<file path="src/rtl/cnn_layer_accel_weight_seq_engine.sv">
// Purpose: programmable weight-address sequencer; walks one of NUM_SEQ loadable address lists onto a valid/ready stream.
// Latency: first address one cycle after start, then one address per cycle while rdy is held high.
// Backpressure: address/last held stable while vld && !rdy; stop aborts without done.
module cnn_layer_accel_weight_seq_engine #(
    parameter int NUM_SEQ    = 4,
    parameter int SEQ_DEPTH  = 8,
    parameter int WHT_ADDR_W = 4,
    parameter int SEL_W      = $clog2(NUM_SEQ),
    parameter int IDX_W      = $clog2(SEQ_DEPTH),
    parameter int LEN_W      = $clog2(SEQ_DEPTH + 1)
) (
    input  logic                  clk,
    input  logic                  rst,
    input  logic                  cfg_wr_en,
    input  logic [SEL_W-1:0]      cfg_wr_seq,
    input  logic [IDX_W-1:0]      cfg_wr_idx,
    input  logic [WHT_ADDR_W-1:0] cfg_wr_data,
    input  logic                  cfg_len_wr_en,
    input  logic [LEN_W-1:0]      cfg_len,
    input  logic                  start,
    input  logic [SEL_W-1:0]      seq_sel,
    input  logic                  loop_en,
    input  logic                  stop,
    input  logic                  wht_addr_rdy,
    output logic                  wht_addr_vld,
    output logic [WHT_ADDR_W-1:0] wht_addr,
    output logic                  wht_addr_last,
    output logic                  busy,
    output logic                  done,
    output logic                  cfg_err
);

    typedef enum logic {S_IDLE, S_RUN} state_t;

    localparam logic [SEL_W:0]   NUM_SEQ_V = (SEL_W + 1)'(NUM_SEQ);
    localparam logic [IDX_W:0]   DEPTH_I   = (IDX_W + 1)'(SEQ_DEPTH);
    localparam logic [LEN_W-1:0] DEPTH_L   = LEN_W'(SEQ_DEPTH);
    localparam logic [LEN_W-1:0] ONE_L     = LEN_W'(1);

    logic [WHT_ADDR_W-1:0] tbl   [NUM_SEQ][SEQ_DEPTH];
    logic [LEN_W-1:0]      len_q [NUM_SEQ];

    state_t                state, state_n;
    logic [SEL_W-1:0]      sel, sel_n;
    logic                  loop_q, loop_n;
    logic [LEN_W-1:0]      idx, idx_n, idx_inc, cur_len;
    logic                  vld_n, last_n, done_n, err_n;
    logic [WHT_ADDR_W-1:0] addr_n;
    logic                  tbl_we, len_we;
    logic                  sel_ok, idx_ok, len_ok;

    assign sel_ok  = ({1'b0, seq_sel} < NUM_SEQ_V);
    assign idx_ok  = ({1'b0, cfg_wr_idx} < DEPTH_I);
    assign len_ok  = (cfg_len != '0) && (cfg_len <= DEPTH_L);
    assign cur_len = len_q[sel];
    assign idx_inc = idx + ONE_L;
    assign busy    = (state == S_RUN);

    // Next-state, next-beat and command-check logic; done outranks a concurrent rejected command.
    always_comb begin
        state_n = state;
        sel_n   = sel;
        loop_n  = loop_q;
        idx_n   = idx;
        vld_n   = wht_addr_vld;
        addr_n  = wht_addr;
        last_n  = wht_addr_last;
        done_n  = 1'b0;
        err_n   = 1'b0;
        tbl_we  = 1'b0;
        len_we  = 1'b0;
        case (state)
            S_IDLE: begin
                if (start) begin
                    if (sel_ok) begin
                        state_n = S_RUN;
                        sel_n   = seq_sel;
                        loop_n  = loop_en;
                        idx_n   = '0;
                        vld_n   = 1'b1;
                        addr_n  = tbl[seq_sel][0];
                        last_n  = (len_q[seq_sel] == ONE_L);
                    end
                    if (!sel_ok || cfg_wr_en || cfg_len_wr_en) err_n = 1'b1;
                end else begin
                    tbl_we = cfg_wr_en && idx_ok;
                    if (cfg_len_wr_en) begin
                        if (len_ok) len_we = 1'b1;
                        else        err_n  = 1'b1;
                    end
                end
            end
            S_RUN: begin
                if (start || cfg_wr_en || cfg_len_wr_en) err_n = 1'b1;
                if (stop) begin
                    state_n = S_IDLE;
                    vld_n   = 1'b0;
                    last_n  = 1'b0;
                end else if (wht_addr_vld && wht_addr_rdy) begin
                    if (wht_addr_last) begin
                        if (loop_q) begin
                            idx_n  = '0;
                            addr_n = tbl[sel][0];
                            last_n = (cur_len == ONE_L);
                        end else begin
                            state_n = S_IDLE;
                            vld_n   = 1'b0;
                            last_n  = 1'b0;
                            done_n  = 1'b1;
                            err_n   = 1'b0;
                        end
                    end else begin
                        idx_n  = idx_inc;
                        addr_n = tbl[sel][idx_inc[IDX_W-1:0]];
                        last_n = (idx_inc == cur_len - ONE_L);
                    end
                end
            end
            default: state_n = S_IDLE;
        endcase
    end

    // Control and output registers; reset aborts any run with no done.
    always_ff @(posedge clk) begin
        if (rst) begin
            state         <= S_IDLE;
            sel           <= '0;
            loop_q        <= 1'b0;
            idx           <= '0;
            wht_addr_vld  <= 1'b0;
            wht_addr      <= '0;
            wht_addr_last <= 1'b0;
            done          <= 1'b0;
            cfg_err       <= 1'b0;
        end else begin
            state         <= state_n;
            sel           <= sel_n;
            loop_q        <= loop_n;
            idx           <= idx_n;
            wht_addr_vld  <= vld_n;
            wht_addr      <= addr_n;
            wht_addr_last <= last_n;
            done          <= done_n;
            cfg_err       <= err_n;
        end
    end

    // Sequence table and lengths; writable only from IDLE, cleared to zero entries / full length on reset.
    always_ff @(posedge clk) begin
        if (rst) begin
            for (int s = 0; s < NUM_SEQ; s++) begin
                len_q[s] <= DEPTH_L;
                for (int i = 0; i < SEQ_DEPTH; i++) tbl[s][i] <= '0;
            end
        end else begin
            if (tbl_we) tbl[cfg_wr_seq][cfg_wr_idx] <= cfg_wr_data;
            if (len_we) len_q[cfg_wr_seq] <= cfg_len;
        end
    end

endmodule

</file>
<file path="config.mk">
export PLATFORM = sky130hd
export DESIGN_NAME = cnn_layer_accel_weight_seq_engine
export DESIGN_NICKNAME = d
export VERILOG_FILES = /design/src/rtl/cnn_layer_accel_weight_seq_engine.sv
export SDC_FILE = /design/constraint.sdc
export NUM_CORES = 1
export LEC_CHECK = 0
export ABC_CLOCK_PERIOD_IN_PS = 2400
export CELL_PAD_IN_SITES_DETAIL_PLACEMENT = 0
export CELL_PAD_IN_SITES_GLOBAL_PLACEMENT = 1
export CORE_MARGIN = 3
export CORE_UTILIZATION = 51
export DETAILED_ROUTE_END_ITERATION = 12
export PLACE_DENSITY = 0.79
export SYNTH_ARGS = -nofsm -noshare
export SYNTH_HDL_FRONTEND = slang
export SYNTH_SLANG_ARGS = --single-unit
</file>
<file path="constraint.sdc">
create_clock -name clk -period 2.4 [get_ports clk]
set_input_delay 0.48 -clock clk [delete_from_list [all_inputs] [get_ports clk]]
set_output_delay 0.48 -clock clk [all_outputs]
set_load 0.02 [all_outputs]
</file>
==> flow_summary.yaml <==
sta:
  rsz0062_at_grt: "false"
  max_freq_mhz: 454.3
  fin_crit_ns: 2.201
  slew-limit-headroom_pct: 59.45
  skew_ns: 0.006373
  worstMarginPinSlew_ns: 0.6083
  hold_violations: 0
  slew_violations: 0
  min_period_over_period_pct: 91.71
  timing.hold.ws_ns: 0.4485
  setup_viol: 0
setup_path:
  crit_slowest_cell: "mux4_2"
  reg2reg_slack_ns: 0.20
  regToRegEndpoint: "wht_addr_last"
  path_delay_family: "simple AND/OR/NAND/NOR gates"
  critical_path.max_stage_delay_ns: 0.58
  cp_num_buf_inv: 1
  rr_worst_depth: 6
  cp_max_fo: 26
  required_ns: 2.74
  path_class: "flop to flop"
  cp-start-kind: "flop"
  critPathCaptureType: "flop"
  worstPathArrival_ns: 2.54
  cp_cell_sequence: "buf_12, mux4_2, or3_1, a21oi_1, o22ai_1, nor4_2"
clock_tree:
  cts_hold_buf: 0
  clk_latency_ns: 0.43
  ctsHtreeMaxLevel: 4
  cts_buffers: 17
  path_clk_slew_ns: 0.07
  cts_buffer_depth: 2
  cts_setup_buffers: 0
  cts.sinks: 162
  cts_root_buf: "clkbuf_16"
  cts_tree: "done"
hold_path:
  hold_depth: 2
  hp-start: "sel[0]"
  hold_path.class: "flop to flop"
routing:
  first_pass_iters: 6
  initialDrtViolationCount: 470
  ant_nets: 0
  drt_wl_total_um: 18650
  drc: 0
  via_per_inst: 5.619
  vias: 5091
  wire_per_inst_um: 20.59
pwr:
  vdd_drop_max_mv: 0.5212
  p_leak_nw: 3.469
  power_density_mw_per_mm2: 687.6
cells_and_area:
  nets: 708
  fill_cells: 1168
  layout-drive-gt1-share_pct: 24.17
  utilization_pct: 61.94
  final_cell_mix: "edfxtp_1, and2_1, buf_4"
  synthToLayoutAreaGrowth_pct: 17.88
  final_common_cell: "edfxtp_1"
  diodes: 0
synthesis:
  netlist_area_mm2: 0.008048
  synthArstFlopShare_pct: 0
  synth_seq_area_share_pct: 58.21
  yosysTopAreaCellShare_pct: 53.73
  ys_types: 53
  syn_nets: 640
  synth_top_cell_by_area: "edfxtp_1"
  syn_avg_cell_area_um2: 13.11
  synth_flop_cell: "edfxtp_1"
  netlist_instances: 614
  synthTopCellsByArea: "edfxtp_1, mux4_2, and2_1"
  yosysWarnings: 0
  synth_seq_cells: 162
  synth_edf_count: 144
global_routing:
  grt_overflow_total: 0
  grt_pass1_vias: 5322
  grt_max_degree: 55
  track_usage_pct: 22.89
  grt_pass1_wl_um: 29840
  grt_antenna_before_repair: 0
outcome:
  status: "finished, final reports clean"
die:
  row_count: 45
  ios: 32
  die_w_um: 131.6
  die_h_um: 131.6
  coreArea_mm2: 0.01531
  dieArea_mm2: 0.01732
  start_util_pct: 52.55
placed_design:
  io_buffers: 31
  routabilityCongestion: 0.8598
  dp_hpwl_um: 12990
job:
  cap_viol_max_count: 0
[flip-flops by register name, summed over array words and instances, names as in the netlist, named ones only]
register       cells
len_q             16
cfg_err            1
done               1
wht_addr_last      1
wht_addr           4
idx                4
sel                2
wht_addr_vld       1
busy               1
tbl              128
loop_q             1
[cell usage after synthesis, types with 2 or more instances]
library cell / number
a21oi_1: 10
a31oi_1: 4
and2_1: 128
and3_1: 3
buf_1: 2
buf_2: 6
buf_4: 3
buf_6: 2
clkbuf_1: 26
dfxtp_1: 18
edfxtp_1: 144
ha_1: 3
inv_1: 8
mux2i_1: 7
mux4_2: 42
nand2_1: 32
nand2b_1: 11
nand3_1: 6
nand4_1: 3
nor2_1: 54
nor2b_1: 8
nor3_1: 10
nor4_1: 2
o211ai_1: 2
o21ai_0: 6
o21bai_1: 4
o22ai_1: 3
o41ai_1: 2
or2_2: 33
or3_1: 3
or4b_1: 4
xnor2_1: 3
xor2_1: 2
[report_power, final]
| group | switching [mW] | total, mW | leakage (nW) | internal [mW] |
|---|---|---|---|---|
| combinational | 0.307 | 0.567 | 1.57 | 0.260 |
| clock | 1.10 | 2.73 | 0.298 | 1.63 |
| sequential | 0.0536 | 3.23 | 1.60 | 3.17 |
[cell families after synthesis]
family	count (synthesis)	share of synthesized area [%]
AND/OR/NAND/NOR	301	20.80
buffers and inverters	47	2.612
AO/OA/AOI/OAI	42	3.514
multiplexers	50	12.95
XOR/XNOR	8	1.322
adder cells (fa/ha/maj)	4	0.5909
flip-flops	162	58.21
[what timing repair did]
action	4_1_cts	5_1_grt
endpoints found under the setup margin	0	1
gates resized for setup	0	1
hold endpoints to repair	0	0
[worst reg2reg max path, cell delays in order (launching register included)]
cell and delay (ns):
dfxtp_4 0.39, buf_12 0.23, mux4_2 0.58, or3_1 0.40, a21oi_1 0.16, o22ai_1 0.10
nor4_2 0.24
[final cells by class]
class / instances / area, µm² / area share (%)
clock buffers: 18 / 429.2 / 4.524
clock inverters: 14 / 163.9 / 1.728
inverters: 8 / 30.03 / 0.3165
multi-input cells: 405 / 3153 / 33.24
flip-flops and latches: 162 / 4688 / 49.42
well taps: 211 / 264.0 / 2.783
repair buffers: 88 / 758.2 / 7.993
[per-layer routing]
| metal | up-vias | wire length, µm | share of wire [%] | global-route usage, % |
|---|---|---|---|---|
| li1 | 2366 | - | - | - |
| met1 | 2535 | 7950 | 43 | 30.43 |
| met2 | 165 | 9173 | 49 | 37.19 |
| met3 | 25 | 1245 | 6.7 | 5.590 |
| met4 | 0 | 283 | 1.5 | 7.818 |
| met5 | - | 0 | 0 | 0 |
[stage by stage]
step	setup slack [ns]	power [mW]	TNS, ns	std cells	instance area (µm²)
4_1_cts	0.1514	6.547	0	906	9484
5_1_grt	0.007662	6.737	0	906	9487
6_report	0.1989	6.523	0	906	9487
3_3_place_gp	-0.05673	3.841	-2.096	874	8891
3_5_place_dp	-0.1090	3.856	-3.715	874	8891
2_1_floorplan	0.3032	3.616	0	614	8048
[worst max path at each step]
stage                          to  start  cells after the start
detailed placement      tbl[0][9]  start                      6
floorplan           wht_addr_last   flop                      8
global route        wht_addr_last   flop                      7
global placement        tbl[1][5]  start                      6
finish              wht_addr_last   flop                      6
CTS                 wht_addr_last   flop                      6
(Power assumes the default switching activity.)
